===== config.mk =====
export PLATFORM = sky130hd
export DESIGN_NAME = turn_request_buffer
export DESIGN_NICKNAME = d
export VERILOG_FILES = /design/src/rtl/pacman_pkg.sv /design/src/rtl/btn_debounce.sv /design/src/rtl/turn_request_buffer.sv
export SDC_FILE = /design/constraint.sdc
export NUM_CORES = 1
export LEC_CHECK = 0
export ABC_AREA = 1
export ABC_CLOCK_PERIOD_IN_PS = 2800
export BUFFER_PORTS_ARGS = -buffer_cell sky130_fd_sc_hd__buf_2
export CORE_ASPECT_RATIO = 0.5
export CORE_MARGIN = 10
export CORE_UTILIZATION = 61
export CTS_CLUSTER_SIZE = 20
export DETAILED_ROUTE_END_ITERATION = 7
export GPL_TIMING_DRIVEN = 1
export PLACE_DENSITY_LB_ADDON = 0.12
export SLEW_MARGIN = 20
export SYNTH_ARGS = -nofsm -noshare
export SYNTH_HDL_FRONTEND = slang
export SYNTH_HIERARCHICAL = 1
export SYNTH_SLANG_ARGS = --single-unit

===== constraint.sdc =====
create_clock -name clk -period 2.8 [get_ports clk]
set_input_delay 0.14 -clock clk [delete_from_list [all_inputs] [get_ports clk]]
set_output_delay 0.14 -clock clk [all_outputs]
set_load 0.01 [all_outputs]

===== src/rtl/pacman_pkg.sv =====
// Shared Pac-Man control definitions: directions, turn codes, button bits
// and direction helpers used by the turn buffer and the game controller.
package pacman_pkg;

  typedef logic [1:0] dir_t;

  localparam dir_t DIR_RT = 2'b00;
  localparam dir_t DIR_UP = 2'b01;
  localparam dir_t DIR_DN = 2'b10;
  localparam dir_t DIR_LT = 2'b11;

  typedef enum logic [1:0] {
    TURN_NONE = 2'b00,
    TURN_L    = 2'b01,
    TURN_R    = 2'b10,
    TURN_U    = 2'b11
  } turn_t;

  localparam int NUM_BTNS   = 8;
  localparam int BTN_A      = 0;
  localparam int BTN_B      = 1;
  localparam int BTN_SELECT = 2;
  localparam int BTN_START  = 3;
  localparam int BTN_UP     = 4;
  localparam int BTN_DOWN   = 5;
  localparam int BTN_LEFT   = 6;
  localparam int BTN_RIGHT  = 7;

  // Direction reached by turning left from facing f.
  function automatic dir_t left_of(input dir_t f);
    dir_t r;
    case (f)
      DIR_RT:  r = DIR_UP;
      DIR_UP:  r = DIR_LT;
      DIR_LT:  r = DIR_DN;
      default: r = DIR_RT;
    endcase
    return r;
  endfunction

  // The encoding puts opposite directions at bitwise complements.
  function automatic dir_t opposite(input dir_t f);
    return ~f;
  endfunction

  function automatic turn_t dir_to_turn(input dir_t d, input dir_t f);
    turn_t t;
    if (d == f)                t = TURN_NONE;
    else if (d == opposite(f)) t = TURN_U;
    else if (d == left_of(f))  t = TURN_L;
    else                       t = TURN_R;
    return t;
  endfunction

endpackage


===== src/rtl/btn_debounce.sv =====
// Per-bit tick-sampled debouncer. rise is combinational so the consumer can
// register the command on the same edge that flips the debounced state.
module btn_debounce #(
  parameter int W        = 8,
  parameter int DEBOUNCE = 2
) (
  input  logic         clk,
  input  logic         rst,
  input  logic         tick,
  input  logic [W-1:0] raw,
  output logic [W-1:0] state,
  output logic [W-1:0] rise
);

  localparam logic [3:0] DB = 4'(DEBOUNCE);

  for (genvar i = 0; i < W; i++) begin : g_bit
    logic [3:0] cnt_q;
    logic       state_q;
    logic       differs;
    logic       flip;

    assign differs = raw[i] != state_q;
    assign flip    = tick && differs && ((cnt_q + 4'd1) == DB);

    always_ff @(posedge clk or negedge rst) begin
      if (!rst) begin
        cnt_q   <= '0;
        state_q <= 1'b0;
      end else if (tick) begin
        if (flip) begin
          state_q <= ~state_q;
          cnt_q   <= '0;
        end else if (differs) begin
          cnt_q   <= cnt_q + 4'd1;
        end else begin
          cnt_q   <= '0;
        end
      end
    end

    assign state[i] = state_q;
    assign rise[i]  = flip & ~state_q;
  end

endmodule


===== src/rtl/turn_request_buffer.sv =====
// Turns debounced button rises into a held turn request for the game logic,
// plus a one-cycle start strobe.
module turn_request_buffer
  import pacman_pkg::*;
#(
  parameter int DEBOUNCE   = 2,
  parameter int HOLD_TICKS = 8
) (
  input  logic       clk,
  input  logic       rst,
  input  logic       tick,
  input  logic       ctrl_mode,
  input  logic [1:0] pacman_dir,
  input  logic [7:0] btns,
  input  logic       turn_ack,
  output logic       turn_valid,
  output logic [1:0] turn_cmd,
  output logic       start_pulse
);

  localparam logic [7:0] HOLD = 8'(HOLD_TICKS);

  logic [NUM_BTNS-1:0] db_state;
  logic [NUM_BTNS-1:0] rise;
  logic [7:0]          hold_q;
  turn_t               new_cmd;
  dir_t                dpad_dir;
  logic                dpad_hit;

  btn_debounce #(.W(NUM_BTNS), .DEBOUNCE(DEBOUNCE)) u_db (
    .clk   (clk),
    .rst   (rst),
    .tick  (tick),
    .raw   (btns),
    .state (db_state),
    .rise  (rise)
  );

  // Levels and the select rise are not consumed by this block.
  logic unused_bits;
  assign unused_bits = ^{db_state, rise[BTN_SELECT]};

  always_comb begin
    new_cmd  = TURN_NONE;
    dpad_dir = DIR_RT;
    dpad_hit = 1'b0;
    if (!ctrl_mode) begin
      if (rise[BTN_B])         new_cmd = TURN_L;
      else if (rise[BTN_A])    new_cmd = TURN_R;
      else if (rise[BTN_DOWN]) new_cmd = TURN_U;
    end else begin
      dpad_hit = 1'b1;
      if (rise[BTN_UP])         dpad_dir = DIR_UP;
      else if (rise[BTN_DOWN])  dpad_dir = DIR_DN;
      else if (rise[BTN_LEFT])  dpad_dir = DIR_LT;
      else if (rise[BTN_RIGHT]) dpad_dir = DIR_RT;
      else                      dpad_hit = 1'b0;
      if (dpad_hit) new_cmd = dir_to_turn(dpad_dir, pacman_dir);
    end
  end

  // New command beats ack; ack beats the hold countdown.
  always_ff @(posedge clk or negedge rst) begin
    if (!rst) begin
      turn_valid  <= 1'b0;
      turn_cmd    <= TURN_NONE;
      hold_q      <= '0;
      start_pulse <= 1'b0;
    end else begin
      start_pulse <= rise[BTN_START];
      if (new_cmd != TURN_NONE) begin
        turn_valid <= 1'b1;
        turn_cmd   <= new_cmd;
        hold_q     <= HOLD;
      end else if (turn_ack && turn_valid) begin
        turn_valid <= 1'b0;
        turn_cmd   <= TURN_NONE;
        hold_q     <= '0;
      end else if (tick && turn_valid) begin
        hold_q <= hold_q - 8'd1;
        if (hold_q == 8'd1) begin
          turn_valid <= 1'b0;
          turn_cmd   <= TURN_NONE;
        end
      end
    end
  end

endmodule

==> flow_summary.ini, run 1 <==
[run_status]
outcome = finished clean

[finish]
area_growth_pct = 9.91
stdcell_count = 487
multi_input_area_mm2 = 0.00145
finish.utilization = 0.711
seqCellArea_mm2 = 0.00118
fill_cells = 385
num-nets-final = 451
layout-drive-gt1-share = 0.140
diodes = 0
design_area_mm2 = 0.00321

[timing]
layout_min_cycle_time_ns = 2.33
setup_ws_ns = 0.466
rsz0062_at_grt = false
fin_crit_sh = 0.834
fin_skew_ns = 0.00656
fmax_ghz = 0.428
tightest_slew_ns = 0.597
slew_headroom = 0.602
fin_tns_setup_ns = 0
hold_violations = 0
slew_violations = 0
setup-violations-final = 0

[cts]
cts_htree_levels = 2
post_cts_resized = 0
cts_root_buffer = clkbuf_8
cts_buffers = 5
cts_tree = done
post-cts-setup-buffer-count = 0
clkLatencyLatePin_ns = 0.31
path_clk_slew_ns = 0.09
clk_path_buf_depth = 2
cts.sinks = 47

[placed_design]
postPlaceCellArea_mm2 = 0.00308
pre_cts_ws_ns = 0.508
gp_congestion = 0.881
io_buffers = 17
hpwl_um = 4220
dp.cells = 478

[critical_path]
endpoint_kind = flip-flop
worstPathCellList = ha_1 -> nand2_1 -> nand2_1 -> nor2_1 -> nand4_1 -> inv_1 -> inv_1 -> nand2_2 -> nand2_2 -> nand2_1 -> nand3_2 -> nand3_1 -> nand2_2 -> nor2_4 -> nand2_4 -> a21oi_2
critPathKind = flip-flop to flip-flop
crit_buf_inv = 2
path_delay_family = simple AND/OR/NAND/NOR gates
crit_slowest_cell = dfrtp_1
startpoint_type = flip-flop
path_max_fanout = 7
worst_path_largest_cell_delay_ns = 0.45
worstPathRequired_ns = 3.04
arrival_ns = 2.58

[detailed_routing]
viasPerCell = 5.05
first_pass_iters = 4
drt_iter0_drc = 178
vias = 2461
ant_nets = 0
drc = 0
wl_um = 5600
wl_per_cell_um = 11.5

[global_route]
track_usage = 0.145
grt_max_degree = 48
grt_pass1_wl_um = 9900
grt_pass1_vias = 2356
antenna_found_initial = 0
grt_overflow = 0

[yosys]
synth_area_per_cell_um2 = 7.37
syn_nets = 427
ys_warn_count = 6
syn_area_mm2 = 0.00292
syn_inst = 396

[floorplanning]
coreArea_mm2 = 0.00451
start_util = 0.647
die_w_um = 118
die-area_mm2 = 0.00812
ios = 19
rows = 17
die_h_um = 68.9

[worst_hold_path]
hp-class = input pin to flip-flop

[power]
ir_worst_vdd_mv = 0.447
powerDensity_mw_per_mm2 = 868
leakage_nw = 1.69

[run]
max-cap-violations = 0
[stage by stage]
step           total power (W)  hold WS [ns]
2_1_floorplan          0.00201        -0.156
5_1_grt                0.00306         0.171
3_5_place_dp           0.00228         0.383
4_1_cts                0.00281        0.0379
6_report               0.00278         0.135
3_3_place_gp           0.00220         0.385
[final cells by class]
type,count,area share
Inverter,73,0.0854
Timing Repair Buffer,20,0.0351
Sequential cell,47,0.367
Clock buffer,5,0.0215
Multi-Input combinational cell,273,0.451
Clock inverter,3,0.0144
Tap cell,66,0.0258
[final timing paths]
| kind | start | to | slack [ns] | cells past startpoint |
|---|---|---|---|---|
| worst max-delay path | u_db/g_bit[6].cnt_q[0] | hold_q[1] | 0.47 | 16 |
| worst min-delay path | turn_ack | turn_valid | 0.14 | 4 |
| worst max register to register | u_db/g_bit[6].cnt_q[0] | hold_q[1] | 0.47 | 16 |
| worst min register to register | turn_cmd[0] | turn_cmd[0] | 0.53 | 2 |
| max in group asynchronous | rst | u_db/g_bit[5].state_q | 2.01 | 2 |
| min in group asynchronous | rst | u_db/g_bit[3].cnt_q[2] | 0.36 | 2 |
[layer usage]
metal / vias to the layer above / global-route usage / wire (um)
met3: 4 / 0.0364 / 230
met5: - / 0 / 0
met1: 1141 / 0.166 / 2650
met4: 0 / 0.0413 / 37
met2: 29 / 0.272 / 2680
li1: 1287 / - / -
[cells in the final DEF (no fill, tap or decap), types with 4 or more instances in the layout]
cell type    n
nand2_1    119
inv_1       68
dfrtp_1     47
nor2_1      33
nand3_1     24
nand4_1     18
ha_1        16
buf_2       16
o21ai_0     13
o22ai_1      7
nand2_2      6
inv_2        5
nor2_2       5
clkbuf_8     5
o21ai_1      4
nor3_1       4
nor2_4       4
nand2_4      4
xor2_1       4
[worst register-to-register path, stage by stage (launching register included)]
cell	delay [ns]
dfrtp_1	0.45
ha_1	0.25
nand2_1	0.08
nand2_1	0.07
nor2_1	0.17
nand4_1	0.15
inv_1	0.13
inv_1	0.06
nand2_2	0.10
nand2_2	0.07
nand2_1	0.08
nand3_2	0.08
nand3_1	0.09
nand2_2	0.07
nor2_4	0.20
nand2_4	0.12
a21oi_2	0.12
[power breakdown]
group	internal, W	total, W	switching (W)
clock	0.000269	0.000514	0.000244
combinational	0.000424	0.00111	0.000688
sequential	0.000907	0.00116	0.000250
total	0.00160	0.00278	0.00118
[flip-flops by register name, summed over array words and instances (netlist names)]
register and count:
turn_valid 1, u_db/g_bit.state_q 7, u_db/g_bit.cnt_q 28, turn_cmd 2, start_pulse 1, hold_q 8
[what timing repair did]
action,CTS,global route
endpoints found under the setup margin,0,0
hold buffers,0,1
hold endpoints to repair,0,47
Power figures use the tool's default switching activity.
==> run 2, diff against run 1 <==
--- a/config.mk
+++ b/config.mk
@@ -6,7 +6,7 @@
 export NUM_CORES = 1
 export LEC_CHECK = 0
 export ABC_AREA = 1
-export ABC_CLOCK_PERIOD_IN_PS = 2800
+export ABC_CLOCK_PERIOD_IN_PS = 2200
 export BUFFER_PORTS_ARGS = -buffer_cell sky130_fd_sc_hd__buf_2
 export CORE_ASPECT_RATIO = 0.5
 export CORE_MARGIN = 10
==> constraint.sdc (replaced) <==
create_clock -name clk -period 2.2 [get_ports clk]
set_input_delay 0.11 -clock clk [delete_from_list [all_inputs] [get_ports clk]]
set_output_delay 0.11 -clock clk [all_outputs]
set_load 0.01 [all_outputs]
==> run 2 against run 1 <==
  * The run now ends with setup timing left
  * Total power up 34%
  * Sequential power is 27% higher
  * Sequential share of layout area fell by 2.2 points
  * Utilization increased by 4.8 points
  * Routed wire length grew 12%
  * Combinational power grew 50%
==> flow_summary.ini, run 2 (synthesis results as in run 1) <==
[run_status]
outcome = complete, but fails checks
violations = setup timing

[detailed_routing]
drt_iter0_drc = 152
drc = 0
viasPerCell = 5.12
first_pass_iters = 4
wl_per_cell_um = 12.3
ant_nets = 0
vias = 2614
wl_um = 6280

[cts]
cts.sinks = 47
clkLatencyLatePin_ns = 0.31
cts_buffers = 5
cts_tree = done
clk_path_buf_depth = 2
cts_htree_levels = 2
path_clk_slew_ns = 0.09
cts_root_buffer = clkbuf_8

[global_route]
grt_max_degree = 22
antenna_found_initial = 0
grt_pass1_wl_um = 10900
grt_pass1_vias = 2492
track_usage = 0.163
grt_overflow = 0

[placed_design]
pre_cts_ws_ns = -0.0685
io_buffers = 17
postPlaceCellArea_mm2 = 0.00314
hpwl_um = 4480
gp_congestion = 0.861

[floorplanning]
die-area_mm2 = 0.00812
rows = 17
start_util = 0.647
die_h_um = 68.9
coreArea_mm2 = 0.00451
ios = 19
die_w_um = 118

[worst_hold_path]
hp-class = input pin to flip-flop
hp-start = turn_ack
worstHoldEndpoint = turn_valid
worst_hold_path.num_cells = 4

[timing]
fmax_ghz = 0.444
slew_headroom = 0.793
setup-violations-final = 8
tightest_slew_ns = 0.310
hold_violations = 0
setup_ws_ns = -0.0502
fin_crit_sh = 1.02
layout_min_cycle_time_ns = 2.25
rsz0062_at_grt = true
slew_violations = 0
fin_skew_ns = 0.00605

[finish]
layout_common_cells = nand2_1, inv_1, dfrtp_1
layout-drive-gt1-share = 0.218
multi_input_area_mm2 = 0.00149
final_common_cell = nand2_1
area_growth_pct = 17.3
top_regs = u_db/g_bit.cnt_q x28, hold_q x8, u_db/g_bit.state_q x7
design_area_mm2 = 0.00342
largest_register_ffs = 28
diodes = 0
num-nets-final = 475
top_register = u_db/g_bit.cnt_q
fill_cells = 337
seqCellArea_mm2 = 0.00118

[critical_path]
arrival_ns = 2.49
endpoint_kind = flip-flop
worstPathRequired_ns = 2.44
path_max_fanout = 7
critPathKind = flip-flop to flip-flop
startpoint_type = flip-flop
r2r-start = u_db/g_bit[5].cnt_q[1]
rr_worst_depth = 18
regToRegSetupSlack_ns = -0.05
regToRegEndpoint = hold_q[1]

[power]
comb_power_share = 0.446
leakage_nw = 1.80
pwr-share-seq = 0.395
total_power_w = 0.00372
clockPowerShare = 0.159
internal_power_w = 0.00213
switching_share = 0.426
ir_worst_vdd_mv = 0.531
power_switching_w = 0.00159
powerDensity_mw_per_mm2 = 1090

[run]
max-cap-violations = 0
run 2: stage by stage:
| step | TNS (ns) | hold WS [ns] | instances | util |
|---|---|---|---|---|
| 3_3_place_gp | 0 | -0.0215 | 486 | 0.696 |
| 4_1_cts | -0.00439 | 0.108 | 510 | 0.754 |
| 2_1_floorplan | 0 | -0.186 | 396 | - |
| 3_5_place_dp | -0.290 | -0.0141 | 486 | 0.696 |
| 6_report | -0.187 | 0.115 | 511 | 0.759 |
| 5_1_grt | -2.18 | 0.144 | 511 | 0.759 |
run 2: power groups by stage:
stage | Combinational [W] | Clock (W) | Sequential (W)
detailed placement | 0.00149 | 0 | 0.00148
global route | 0.00192 | 0.000640 | 0.00151
floorplan | 0.00114 | 0 | 0.00142
global placement | 0.00141 | 0 | 0.00145
finish | 0.00166 | 0.000592 | 0.00147
CTS | 0.00162 | 0.000601 | 0.00146
run 2: critical path, stage by stage (launching register included):
cell	delay [ns]
dfrtp_1	0.42
ha_2	0.19
nand2_1	0.08
nand2_2	0.06
nor2_2	0.13
nand4_1	0.14
inv_1	0.12
inv_2	0.07
nand2_4	0.10
nand2_4	0.06
nand2_2	0.06
nand2_2	0.05
nand3_2	0.07
nand2_1	0.06
nand2_1	0.07
nand2_2	0.08
nor2_4	0.18
nand2_4	0.11
a21oi_2	0.12
run 2: area by class of cell:
type / instances / area share
inverters: 73 / 0.0800
well taps: 66 / 0.0241
clock inverters: 1 / 0.00219
repair buffers: 44 / 0.0848
multi-input cells: 273 / 0.436
flip-flops and latches: 47 / 0.344
clock buffers: 7 / 0.0281
run 2: repair_timing:
item,in CTS,in global routing
setup buffers,15,3
endpoints found under the hold margin,26,0
hold buffers,1,0
endpoints found under the setup margin,11,12
pin swaps,5,11
resized for setup,12,5
run 2: worst max path at each step:
stage                                       from        end  cells past startpoint
after floorplan           u_db/g_bit[5].cnt_q[0]  hold_q[0]                     16
after global placement    u_db/g_bit[6].cnt_q[0]  hold_q[1]                     18
after detailed placement  u_db/g_bit[6].cnt_q[0]  hold_q[1]                     16
after CTS                 u_db/g_bit[5].cnt_q[1]  hold_q[1]                     19
after global routing      u_db/g_bit[5].cnt_q[1]  hold_q[1]                     19
final                     u_db/g_bit[5].cnt_q[1]  hold_q[1]                     18
run 2: layer usage:
layer  share of wire  global-route usage  vias to the layer above
met5               0                   0                        -
met4           0.017              0.0612                        0
li1                -                   -                     1330
met3           0.039              0.0381                       12
met1            0.43               0.184                     1233
met2            0.51               0.307                       39
==> run 3, diff against run 2 <==
--- a/config.mk
+++ b/config.mk
@@ -10,7 +10,8 @@
 export BUFFER_PORTS_ARGS = -buffer_cell sky130_fd_sc_hd__buf_2
 export CORE_ASPECT_RATIO = 0.5
 export CORE_MARGIN = 10
-export CORE_UTILIZATION = 61
+export CORE_UTILIZATION = 63
+export CTS_BUF_LIST = sky130_fd_sc_hd__clkbuf_8
 export CTS_CLUSTER_SIZE = 20
 export DETAILED_ROUTE_END_ITERATION = 7
 export GPL_TIMING_DRIVEN = 1
==> constraint.sdc (replaced) <==
create_clock -name clk -period 2.2 [get_ports clk]
set_input_delay 0.11 -clock clk [delete_from_list [all_inputs] [get_ports clk]]
set_output_delay 0.11 -clock clk [all_outputs]
set_load 0.005 [all_outputs]
==> run 3 against run 2 <==
  * The flow now finishes without violations
  * Largest power group unchanged
  * Critical endpoint unchanged
  * Routed wire length is 3.9% lower
  * Flip-flop and latch count stayed put
  * Utilization is 0.30 points higher
  * Count of clock-buffer cells in the layout stayed put
  * Critical path type unchanged
==> flow_summary.ini, run 3 (synthesis results as in run 1) <==
[worst_hold_path]
hp-class = input pin to flip-flop
worst_hold_path.num_cells = 4
worstHoldEndpoint = turn_valid
hp-start = turn_ack

[finish]
stdcell_count = 495
seqCellArea_mm2 = 0.00118
top_register = u_db/g_bit.cnt_q
fill_cells = 317
area_growth_pct = 15.6
largest_register_ffs = 28
multi_input_area_mm2 = 0.00151
layout_common_cells = nand2_1, inv_1, dfrtp_1
finish.utilization = 0.762
layout-drive-gt1-share = 0.212
final_common_cell = nand2_1
diodes = 0
num-nets-final = 468
top_regs = u_db/g_bit.cnt_q x28, hold_q x8, u_db/g_bit.state_q x7

[critical_path]
arrival_ns = 2.43
r2r-start = u_db/g_bit[5].cnt_q[1]
worst_path_largest_cell_delay_ns = 0.40
critPathKind = flip-flop to flip-flop
regToRegEndpoint = hold_q[1]
worstPathCellList = ha_2 -> inv_1 -> nand2_1 -> nand2_2 -> nor2_2 -> nand4_1 -> inv_2 -> inv_4 -> nand2_4 -> nand2_4 -> nand2_1 -> nand2_1 -> nand3_2 -> nand2_1 -> nand2_1 -> nand2_2 -> nor2_4 -> nand2_4 -> a21oi_2
startpoint_type = flip-flop
path_max_fanout = 7
regToRegSetupSlack_ns = 0.004
crit_start = u_db/g_bit[5].cnt_q[1]
path_common_cell = nand2_1
endpoint_kind = flip-flop
worstPathRequired_ns = 2.43
crit_slowest_cell = dfrtp_1
rr_worst_depth = 19

[detailed_routing]
wl_per_cell_um = 12.2
vias = 2579
drc = 0
drt_iter0_drc = 183
wl_um = 6040
ant_nets = 0
viasPerCell = 5.21
first_pass_iters = 4

[global_route]
antenna_found_initial = 0
grt_pass1_vias = 2388
grt_overflow = 0
grt_pass1_wl_um = 9870
grt_max_degree = 28
track_usage = 0.152

[cts]
cts_tree = done
cts_root_buffer = clkbuf_8
cts_htree_levels = 2
clkLatencyLatePin_ns = 0.30
cts_buffers = 5
path_clk_slew_ns = 0.09
clk_path_buf_depth = 2
cts.sinks = 47

[timing]
fmax_ghz = 0.455
setup_ws_ns = 0.00361
fin_tns_setup_ns = 0
fin_skew_ns = 0.00523
hold_violations = 0
slew_violations = 0
fin_crit_sh = 0.998
slew_headroom = 0.584
layout_min_cycle_time_ns = 2.20
setup-violations-final = 0
rsz0062_at_grt = true
tightest_slew_ns = 0.625

[placed_design]
io_buffers = 17
dp.cells = 477
hpwl_um = 4330
gp_congestion = 0.865
pre_cts_ws_ns = -0.0597

[floorplanning]
die-area_mm2 = 0.00792
rows = 17
ios = 19
die_h_um = 68.1
start_util = 0.660
die_w_um = 116
coreArea_mm2 = 0.00442

[power]
internal_power_w = 0.00213
leakage_nw = 1.78
switching_share = 0.422
ir_worst_vdd_mv = 0.591
power_switching_w = 0.00156
powerDensity_mw_per_mm2 = 1090
clockPowerShare = 0.155
comb_power_share = 0.450
pwr-share-seq = 0.395

[run]
max-cap-violations = 0

[run_status]
outcome = finished clean
[run 3: repair_timing]
action,in CTS,in global routing
pin swaps,3,9
hold endpoints to repair,25,0
gates resized for setup,4,20
setup buffers,3,6
hold buffers,1,0
endpoints found under the setup margin,11,11
[run 3: stage by stage]
| step | area (um2) | hold slack (ns) | power [W] |
|---|---|---|---|
| floorplan | 2920 | -0.186 | 0.00255 |
| global placement | 3130 | 0.154 | 0.00286 |
| detailed placement | 3130 | 0.167 | 0.00296 |
| CTS | 3270 | 0.107 | 0.00358 |
| global route | 3370 | 0.119 | 0.00403 |
| finish | 3370 | 0.0925 | 0.00369 |
[run 3: power groups by stage]
stage                     clock, W  combinational (W)  sequential, W
after CTS                 0.000588            0.00154        0.00145
after detailed placement         0            0.00149        0.00147
after global routing      0.000619            0.00190        0.00151
after floorplan                  0            0.00114        0.00141
after global placement           0            0.00141        0.00145
final                     0.000572            0.00166        0.00146
[run 3: layer usage]
metal,up-vias,global-route usage,wire length [um]
li1,1326,-,-
met1,1203,0.172,2600
met2,37,0.276,3110
met3,13,0.0393,203
met4,0,0.0588,120
met5,-,0,0
[run 3: layout make-up]
cell class              instances  area share
multi-input cells             273       0.447
clock inverters                 1     0.00111
flip-flops and latches         47       0.349
clock buffers                   7      0.0286
repair buffers                 37      0.0705
inverters                      73      0.0827
well taps                      57      0.0212
[run 3: how the worst max path moves through the flow]
| stage | end | slack [ns] | depth (start not counted) |
|---|---|---|---|
| after floorplan | hold_q[0] | 0.20 | 16 |
| after global placement | hold_q[1] | 0.07 | 18 |
| after detailed placement | hold_q[1] | -0.06 | 18 |
| after CTS | hold_q[1] | 0.002 | 18 |
| after global routing | hold_q[1] | -0.25 | 19 |
| final | hold_q[1] | 0.004 | 19 |
[run 3: critical path, delay by kind of cell (launching register included)]
| kind | cells | cell delay, ns |
|---|---|---|
| compound gates | 1 | 0.11 |
| buf+inv | 3 | 0.21 |
| simple gates | 14 | 1.21 |
| fa+ha+maj | 1 | 0.19 |
| flops | 1 | 0.40 |
